### config.mk
export PLATFORM = sky130hd
export DESIGN_NAME = tour_cmd_seq_flat
export DESIGN_NICKNAME = d
export VERILOG_FILES = /design/src/rtl/tour_pkg.sv /design/src/rtl/tour_cmd_seq_if.sv /design/src/rtl/tour_move_decode.sv /design/src/rtl/tour_cmd_seq.sv /design/src/flat_wrapper.sv
export SDC_FILE = /design/constraint.sdc
export NUM_CORES = 1
export LEC_CHECK = 0
export ABC_AREA = 1
export BUFFER_PORTS_ARGS = -buffer_cell sky130_fd_sc_hd__buf_2
export CORE_ASPECT_RATIO = 0.8
export CORE_UTILIZATION = 26
export DETAILED_ROUTE_END_ITERATION = 8
export GPL_TIMING_DRIVEN = 0
export PLACE_DENSITY_LB_ADDON = 0.25
export SYNTH_ARGS = -nofsm -noshare
export SYNTH_HDL_FRONTEND = slang
export SYNTH_SLANG_ARGS = --single-unit
### constraint.sdc
create_clock -name clk -period 1.92 [get_ports clk]
set_clock_uncertainty 0.15 [all_clocks]
set_input_delay 0.096 -clock clk [delete_from_list [all_inputs] [get_ports clk]]
set_output_delay 0.096 -clock clk [all_outputs]
set_load 0.01 [all_outputs]
### src/rtl/tour_pkg.sv
// Shared types and constants for the tour command sequencer: move encoding,
// command fields, response bytes and the sequencer state type.
package tour_pkg;

  // Bit position of each knight move in the one-hot move byte, named by compass direction
  typedef enum logic [2:0] {
    MV_NNE = 3'd0,  // (+1,+2)
    MV_NNW = 3'd1,  // (-1,+2)
    MV_WNW = 3'd2,  // (-2,+1)
    MV_WSW = 3'd3,  // (-2,-1)
    MV_SSW = 3'd4,  // (-1,-2)
    MV_SSE = 3'd5,  // (+1,-2)
    MV_ESE = 3'd6,  // (+2,-1)
    MV_ENE = 3'd7   // (+2,+1)
  } move_bit_e;

  typedef struct packed {
    logic signed [2:0] dx;
    logic signed [2:0] dy;
  } move_delta_t;

  localparam logic [7:0] HDG_N = 8'h00;
  localparam logic [7:0] HDG_S = 8'h7F;
  localparam logic [7:0] HDG_E = 8'hBF;
  localparam logic [7:0] HDG_W = 8'h3F;

  localparam logic [3:0] OPC_MOVE    = 4'h2;
  localparam logic [3:0] OPC_FANFARE = 4'h3;

  localparam logic [7:0] RESP_DONE = 8'hA5;
  localparam logic [7:0] RESP_BUSY = 8'h5A;

  typedef enum logic [2:0] {
    ST_IDLE,
    ST_LEG1,
    ST_WAIT1,
    ST_LEG2,
    ST_WAIT2
  } seq_state_t;

  function automatic int idx_width(int n);
    return (n > 1) ? $clog2(n) : 1;
  endfunction

  function automatic move_delta_t move_delta(move_bit_e b);
    unique case (b)
      MV_NNE:  return '{dx:  3'sd1, dy:  3'sd2};
      MV_NNW:  return '{dx: -3'sd1, dy:  3'sd2};
      MV_WNW:  return '{dx: -3'sd2, dy:  3'sd1};
      MV_WSW:  return '{dx: -3'sd2, dy: -3'sd1};
      MV_SSW:  return '{dx: -3'sd1, dy: -3'sd2};
      MV_SSE:  return '{dx:  3'sd1, dy: -3'sd2};
      MV_ESE:  return '{dx:  3'sd2, dy: -3'sd1};
      MV_ENE:  return '{dx:  3'sd2, dy:  3'sd1};
      default: return '{dx:  3'sd0, dy:  3'sd0};
    endcase
  endfunction

endpackage

### src/rtl/tour_cmd_seq_if.sv
// Command bus between the sequencer, the UART/BLE wrapper and cmd_proc.
// master = sequencer side, slave = the surrounding wrapper and cmd_proc.
interface tour_cmd_seq_if;
  logic [15:0] cmd_UART;
  logic        cmd_rdy_UART;
  logic        clr_cmd_rdy;
  logic        clr_cmd_rdy_UART;
  logic        send_resp;
  logic [15:0] cmd;
  logic        cmd_rdy;
  logic [7:0]  resp;

  modport master (
    input  cmd_UART, cmd_rdy_UART, clr_cmd_rdy, send_resp,
    output clr_cmd_rdy_UART, cmd, cmd_rdy, resp
  );

  modport slave (
    output cmd_UART, cmd_rdy_UART, clr_cmd_rdy, send_resp,
    input  clr_cmd_rdy_UART, cmd, cmd_rdy, resp
  );
endinterface

### src/rtl/tour_move_decode.sv
// Combinational split of a one-hot knight move into a vertical leg command and a
// horizontal fanfare leg command; legal is low unless exactly one bit is set.
module tour_move_decode
  import tour_pkg::*;
(
  input  logic [7:0]  move,
  output logic [15:0] leg1,
  output logic [15:0] leg2,
  output logic        legal
);

  move_delta_t delta;

  function automatic logic [3:0] mag(logic signed [2:0] v);
    return v[2] ? 4'(-v) : 4'(v);
  endfunction

  // NOTE: every always_comb output gets a default first, so no path infers a latch.
  always_comb begin
    delta = '0;
    legal = 1'b0;
    for (int b = 0; b < 8; b++) begin
      if (move == (8'd1 << b)) begin
        legal = 1'b1;
        delta = move_delta(move_bit_e'(b));
      end
    end
  end

  // Sign bit of the delta picks the heading; legal moves never have a zero component
  assign leg1 = {OPC_MOVE,    delta.dy[2] ? HDG_S : HDG_N, mag(delta.dy)};
  assign leg2 = {OPC_FANFARE, delta.dx[2] ? HDG_W : HDG_E, mag(delta.dx)};

endmodule

### src/rtl/tour_cmd_seq.sv
// Tour command sequencer: walks a solved knight's tour, issues two leg commands per move
// and muxes them against UART commands toward cmd_proc. Optional macro: TOUR_ABORT_EN.
module tour_cmd_seq
  import tour_pkg::*;
#(
  parameter  int NUM_MOVES = 24,
  localparam int IDX_W     = idx_width(NUM_MOVES)
) (
  input  logic             clk,
  input  logic             rst,
  input  logic             start_tour,
  input  logic [7:0]       move,
  output logic [IDX_W-1:0] mv_indx,
  tour_cmd_seq_if.master   bus,
  output logic             tour_busy,
  output logic             tour_done,
  output logic             tour_err
);

  seq_state_t  state;
  logic [15:0] leg1_q, leg2_q;
  logic        legs_vld;
  logic [15:0] leg1, leg2;
  logic        legal;
  logic        last_move;
  logic        abort;

  tour_move_decode u_decode (
    .move  (move),
    .leg1  (leg1),
    .leg2  (leg2),
    .legal (legal)
  );

  assign last_move = (mv_indx == IDX_W'(NUM_MOVES - 1));
  assign tour_busy = (state != ST_IDLE);

`ifdef TOUR_ABORT_EN
  assign abort = bus.cmd_rdy_UART;
`else
  assign abort = 1'b0;
`endif

  // LEG1 spends its first cycle checking and latching the move; legs_vld marks the latch done
  // NOTE: all state updates are non-blocking so each register sees only pre-edge values.
  always_ff @(posedge clk) begin
    if (rst) begin
      state     <= ST_IDLE;
      mv_indx   <= '0;
      leg1_q    <= '0;
      leg2_q    <= '0;
      legs_vld  <= 1'b0;
      tour_done <= 1'b0;
      tour_err  <= 1'b0;
    end else begin
      tour_done <= 1'b0;
      tour_err  <= 1'b0;
      unique case (state)
        ST_IDLE: begin
          legs_vld <= 1'b0;
          if (start_tour) begin
            state   <= ST_LEG1;
            mv_indx <= '0;
          end
        end
        ST_LEG1: begin
          if (abort || (!legs_vld && !legal)) begin
            state    <= ST_IDLE;
            mv_indx  <= '0;
            tour_err <= 1'b1;
          end else if (!legs_vld) begin
            leg1_q   <= leg1;
            leg2_q   <= leg2;
            legs_vld <= 1'b1;
          end else if (bus.clr_cmd_rdy) begin
            state <= ST_WAIT1;
          end
        end
        ST_WAIT1: begin
          if (bus.send_resp) state <= ST_LEG2;
        end
        ST_LEG2: begin
          if (abort) begin
            state    <= ST_IDLE;
            mv_indx  <= '0;
            tour_err <= 1'b1;
          end else if (bus.clr_cmd_rdy) begin
            state <= ST_WAIT2;
          end
        end
        ST_WAIT2: begin
          if (bus.send_resp) begin
            legs_vld <= 1'b0;
            if (last_move) begin
              state     <= ST_IDLE;
              mv_indx   <= '0;
              tour_done <= 1'b1;
            end else begin
              state   <= ST_LEG1;
              mv_indx <= mv_indx + 1'b1;
            end
          end
        end
        default: state <= ST_IDLE;
      endcase
    end
  end

  // IDLE hands the bus to the UART path; a tour owns it otherwise
  always_comb begin
    bus.cmd              = bus.cmd_UART;
    bus.cmd_rdy          = bus.cmd_rdy_UART;
    bus.clr_cmd_rdy_UART = bus.clr_cmd_rdy;
    bus.resp             = RESP_DONE;
    unique case (state)
      ST_IDLE: ;
      ST_LEG1: begin
        bus.cmd              = leg1_q;
        bus.cmd_rdy          = legs_vld;
        bus.clr_cmd_rdy_UART = 1'b0;
        bus.resp             = RESP_BUSY;
      end
      ST_WAIT1: begin
        bus.cmd              = leg1_q;
        bus.cmd_rdy          = 1'b0;
        bus.clr_cmd_rdy_UART = 1'b0;
        bus.resp             = RESP_BUSY;
      end
      ST_LEG2: begin
        bus.cmd              = leg2_q;
        bus.cmd_rdy          = 1'b1;
        bus.clr_cmd_rdy_UART = 1'b0;
        bus.resp             = RESP_BUSY;
      end
      ST_WAIT2: begin
        bus.cmd              = leg2_q;
        bus.cmd_rdy          = 1'b0;
        bus.clr_cmd_rdy_UART = 1'b0;
        bus.resp             = last_move ? RESP_DONE : RESP_BUSY;
      end
      default: ;
    endcase
  end

endmodule
### src/flat_wrapper.sv
// flat-port wrapper written by rule: the top's interface ports become plain ports
module tour_cmd_seq_flat import tour_pkg::*;
#(
  parameter  int NUM_MOVES = 24,
  localparam int IDX_W     = idx_width(NUM_MOVES)
)
  (clk, rst, start_tour, move, mv_indx, tour_busy, tour_done, tour_err, bus_cmd_UART, bus_cmd_rdy_UART, bus_clr_cmd_rdy, bus_send_resp, bus_clr_cmd_rdy_UART, bus_cmd, bus_cmd_rdy, bus_resp);
  tour_cmd_seq_if bus_i ();
  input  logic clk;
  input  logic rst;
  input  logic start_tour;
  input  logic [7:0] move;
  output logic [IDX_W-1:0] mv_indx;
  output logic tour_busy;
  output logic tour_done;
  output logic tour_err;
  input wire logic [$bits(bus_i.cmd_UART)-1:0] bus_cmd_UART;
  input wire logic [$bits(bus_i.cmd_rdy_UART)-1:0] bus_cmd_rdy_UART;
  input wire logic [$bits(bus_i.clr_cmd_rdy)-1:0] bus_clr_cmd_rdy;
  input wire logic [$bits(bus_i.send_resp)-1:0] bus_send_resp;
  output wire logic [$bits(bus_i.clr_cmd_rdy_UART)-1:0] bus_clr_cmd_rdy_UART;
  output wire logic [$bits(bus_i.cmd)-1:0] bus_cmd;
  output wire logic [$bits(bus_i.cmd_rdy)-1:0] bus_cmd_rdy;
  output wire logic [$bits(bus_i.resp)-1:0] bus_resp;
  assign bus_i.cmd_UART = bus_cmd_UART;
  assign bus_i.cmd_rdy_UART = bus_cmd_rdy_UART;
  assign bus_i.clr_cmd_rdy = bus_clr_cmd_rdy;
  assign bus_i.send_resp = bus_send_resp;
  assign bus_clr_cmd_rdy_UART = bus_i.clr_cmd_rdy_UART;
  assign bus_cmd = bus_i.cmd;
  assign bus_cmd_rdy = bus_i.cmd_rdy;
  assign bus_resp = bus_i.resp;
  tour_cmd_seq #(.NUM_MOVES(NUM_MOVES)) u_core (.clk(clk), .rst(rst), .start_tour(start_tour), .move(move), .mv_indx(mv_indx), .bus(bus_i), .tour_busy(tour_busy), .tour_done(tour_done), .tour_err(tour_err));
endmodule
==> flow_summary.ini <==
[logic_synthesis]
synthDistinctLibCells = 29
ys_warn_count = 0
ys.flop_type = dfxtp_1
yosysMostFrequentCell = nand2_1
synthTopCellsByCount = nand2_1 (74), nor2_1 (43), inv_1 (27)
synthDominantCellAreaShare_pct = 27.46
syn_inst = 262
syn_nets = 295
syn_avg_cell_area_sq_um = 6.122
synth_area_sq_mm = 0.001604
synth-async-reset-ratio_pct = 0
synth.largest_area_cell = dfxtp_1
seq_area_frac_synth_pct = 27.46
synth-seq-cells = 22
synth_edf_count = 0
synthTopCellsByArea = dfxtp_1 (27%), nand2_1 (17%), nor2_1 (10%)

[detailed_routing]
wirelength_um = 4323
viasPerCell = 4.268
routedWlPerCell_um = 9.984
drt_iter0_drc = 83
drtAntennaViolNets = 0
remaining_drc_errors = 0
vias = 1848
dr.pass1.iters = 4

[setup_path]
worst_path_max_delay_cell = dfxtp_4
critPathRequiredTime_ns = 1.67
start_kind = flop
cpLargestDelayFamily = simple AND/OR/NAND/NOR gates
worst-path-buf-inv = 3
worst_ep_arrival_time_ns = 1.67
end_kind = primary output
crit_type = reg2out
slowest_delay_ns = 0.38
worstPathMaxFanout = 7
path_cells = nor2_2, inv_2, nor2_4, inv_2, nand2_4, nor2_4, a221o_1, buf_2

[cts]
cts_root_buffer = clkbuf_8
h-tree-depth = 1
cts_sinks = 22
clock_latency_ns = 0.26
cts_buffer_depth = 2
clkSlewWorstSetupHoldPaths_ns = 0.09
cts_inserted_buffers = 3
cts_tree = done

[power_and_ir_drop]
power_leakage_nw = 1.320
ir_drop_mv = 0.3852
p_switching_uw = 994.8
swShare_pct = 39.24
p_int_mw = 1.540
clkPwrFrac_pct = 17.4
power_frac_seq_pct = 22.0
comb_power_share_pct = 60.6
power.density_mw_per_mm2 = 1033

[final_layout]
multi_input_area_sq_mm = 0.001069
final_layout_size_suffix_gt1_share_pct = 48.86
seq_area_sq_um = 454.2
finalInstanceArea_sq_mm = 0.002455
fin_cells = 433
nNetsFinal = 386
fillers = 629
antenna_cells = 0
syn_to_final_growth_pct = 53.04

[global_route]
grt_usage_pct = 12.49
antenna_found_initial = 0
grt_max_degree = 14
grt_pass1_wl_um = 6727
grt_pass1_vias = 1500
grt_overflow_total = 0

[floorplan]
die_x_um = 89.82
initial_core_util_pct = 26.99
io_pins = 64
die_height_um = 72.26
coreArea_sq_mm = 0.005943
core.rowCount = 25
dieArea_sq_mm = 0.006490

[outcome]
status = finished, final reports clean

[timing]
fmax_mhz = 521.8
finalHoldViolCount = 0
finalCriticalPeriod_ns = 1.917
fin_ws_ns = 0.003443
fin_crit_sh_pct = 99.82
maxSlewViolCount = 0
setup_viol = 0
max_slew_margin_pct = 64.04
whs_ns = 0.1488
rsz0062_at_grt = yes
tightest_slew_ns = 0.5345
tns_ns = 0

[min_path]
min_path_type = in2reg

[place]
pre_cts_ws_ns = -0.04984
place_area_sq_mm = 0.002024
hpwl_um = 3147
io_buffers = 63
place_inst = 406
gp_congestion = 0.7959

[flow_run]
cap_viol_max_count = 0
==> worst min-delay path, cell delays in order <==
cell and delay (ns):
buf_2 0.09, nor2_1 0.05, nand2_1 0.06, nand2_1 0.08, nor2_4 0.10, a21oi_1 0.06
==> metrics by stage <==
step,total power [mW],utilization [%]
final,2.535,41.31
after global placement,1.666,34.06
after global routing,2.707,41.31
after CTS,2.341,38.44
after detailed placement,1.670,34.06
after floorplan,1.297,-
==> final timing paths <==
path                            slack [ns]  cells past startpoint                       endpoint                          start
worst max-delay path                 0.003                      8                    bus_cmd_rdy   u_core.state[1]$_SDFFE_PP0P_
worst min-delay path                  0.15                      6   u_core.state[0]$_SDFFE_PP0P_                bus_clr_cmd_rdy
worst max register to register        0.17                     11   u_core.state[1]$_SDFFE_PP0P_   u_core.state[1]$_SDFFE_PP0P_
worst min register to register        0.30                      2  u_core.leg2_q[3]$_SDFFE_PP0P_  u_core.leg2_q[3]$_SDFFE_PP0P_
==> layout by cell type, fill, tap and decap left out, types with 2 or more instances in the layout <==
cell type      count
nand2_1           59
buf_2             57
nor2_1            37
nand2_2           26
buf_4             24
inv_1             21
dfxtp_1           17
inv_2             16
a21oi_1           15
buf_6             10
nor2_4             9
nand3_1            7
nor2_2             5
nand2_4            5
nand3_2            4
inv_4              3
o21ai_0            3
o21ai_1            3
clkbuf_8           3
dfxtp_4            3
nand4_1            2
o211ai_1           2
nor4_1             2
nor3_1             2
ha_1               2
dlygate4sd3_1      2
dfxtp_2            2
==> area by class of cell <==
| type | count | share of cell area (%) |
|---|---|---|
| Clock inverter | 1 | 1.223 |
| Multi-Input combinational cell | 192 | 43.53 |
| Clock buffer | 3 | 1.682 |
| Sequential cell | 22 | 18.50 |
| Tap cell | 81 | 4.128 |
| Timing Repair Buffer | 86 | 22.07 |
| Inverter | 40 | 6.422 |
| Buffer | 8 | 2.446 |
==> kinds of logic (layout without fill, tap and decap cells) <==
group                    Yosys count  in the layout  synth area share, %
AND/OR/NAND/NOR                  162            162                47.66
buffers and inverters             48            138                13.03
AO/OA/AOI/OAI                     26             26                8.970
flip-flops                        22             22                27.46
adder cells (fa/ha/maj)            3              3                2.340
XOR/XNOR                           1              1               0.5461
==> power by group through the flow <==
| stage | registers (mW) | clock network (mW) | logic, mW |
|---|---|---|---|
| after floorplan | 0.548 | 0 | 0.748 |
| after global placement | 0.548 | 0 | 1.12 |
| after detailed placement | 0.548 | 0 | 1.12 |
| after CTS | 0.550 | 0.446 | 1.34 |
| after global routing | 0.563 | 0.462 | 1.68 |
| final | 0.559 | 0.440 | 1.54 |
==> registers in the layout, summed over array words and instances (netlist names) <==
signal,cells
u_core.tour_done,1
u_core.leg2_q,6
u_core.state,3
u_core.legs_vld,1
u_core.mv_indx,5
u_core.leg1_q,5
u_core.tour_err,1
==> layer usage <==
| metal | routed length [um] | global-route usage, % |
|---|---|---|
| met5 | 0 | 0 |
| met3 | 208 | 1.782 |
| met4 | 39 | 2.732 |
| met2 | 1954 | 20.51 |
| met1 | 2121 | 17.47 |
==> timing repair <==
| action | CTS | global route |
|---|---|---|
| gates resized for setup | 26 | 32 |
| endpoints found under the hold margin | 6 | 0 |
| hold buffers | 2 | 0 |
| pin swaps | 5 | 9 |
| setup buffers | 12 | 8 |
| setup endpoints to repair | 26 | 26 |
| gates cloned | 1 | 0 |
(Power assumes the default switching activity.)
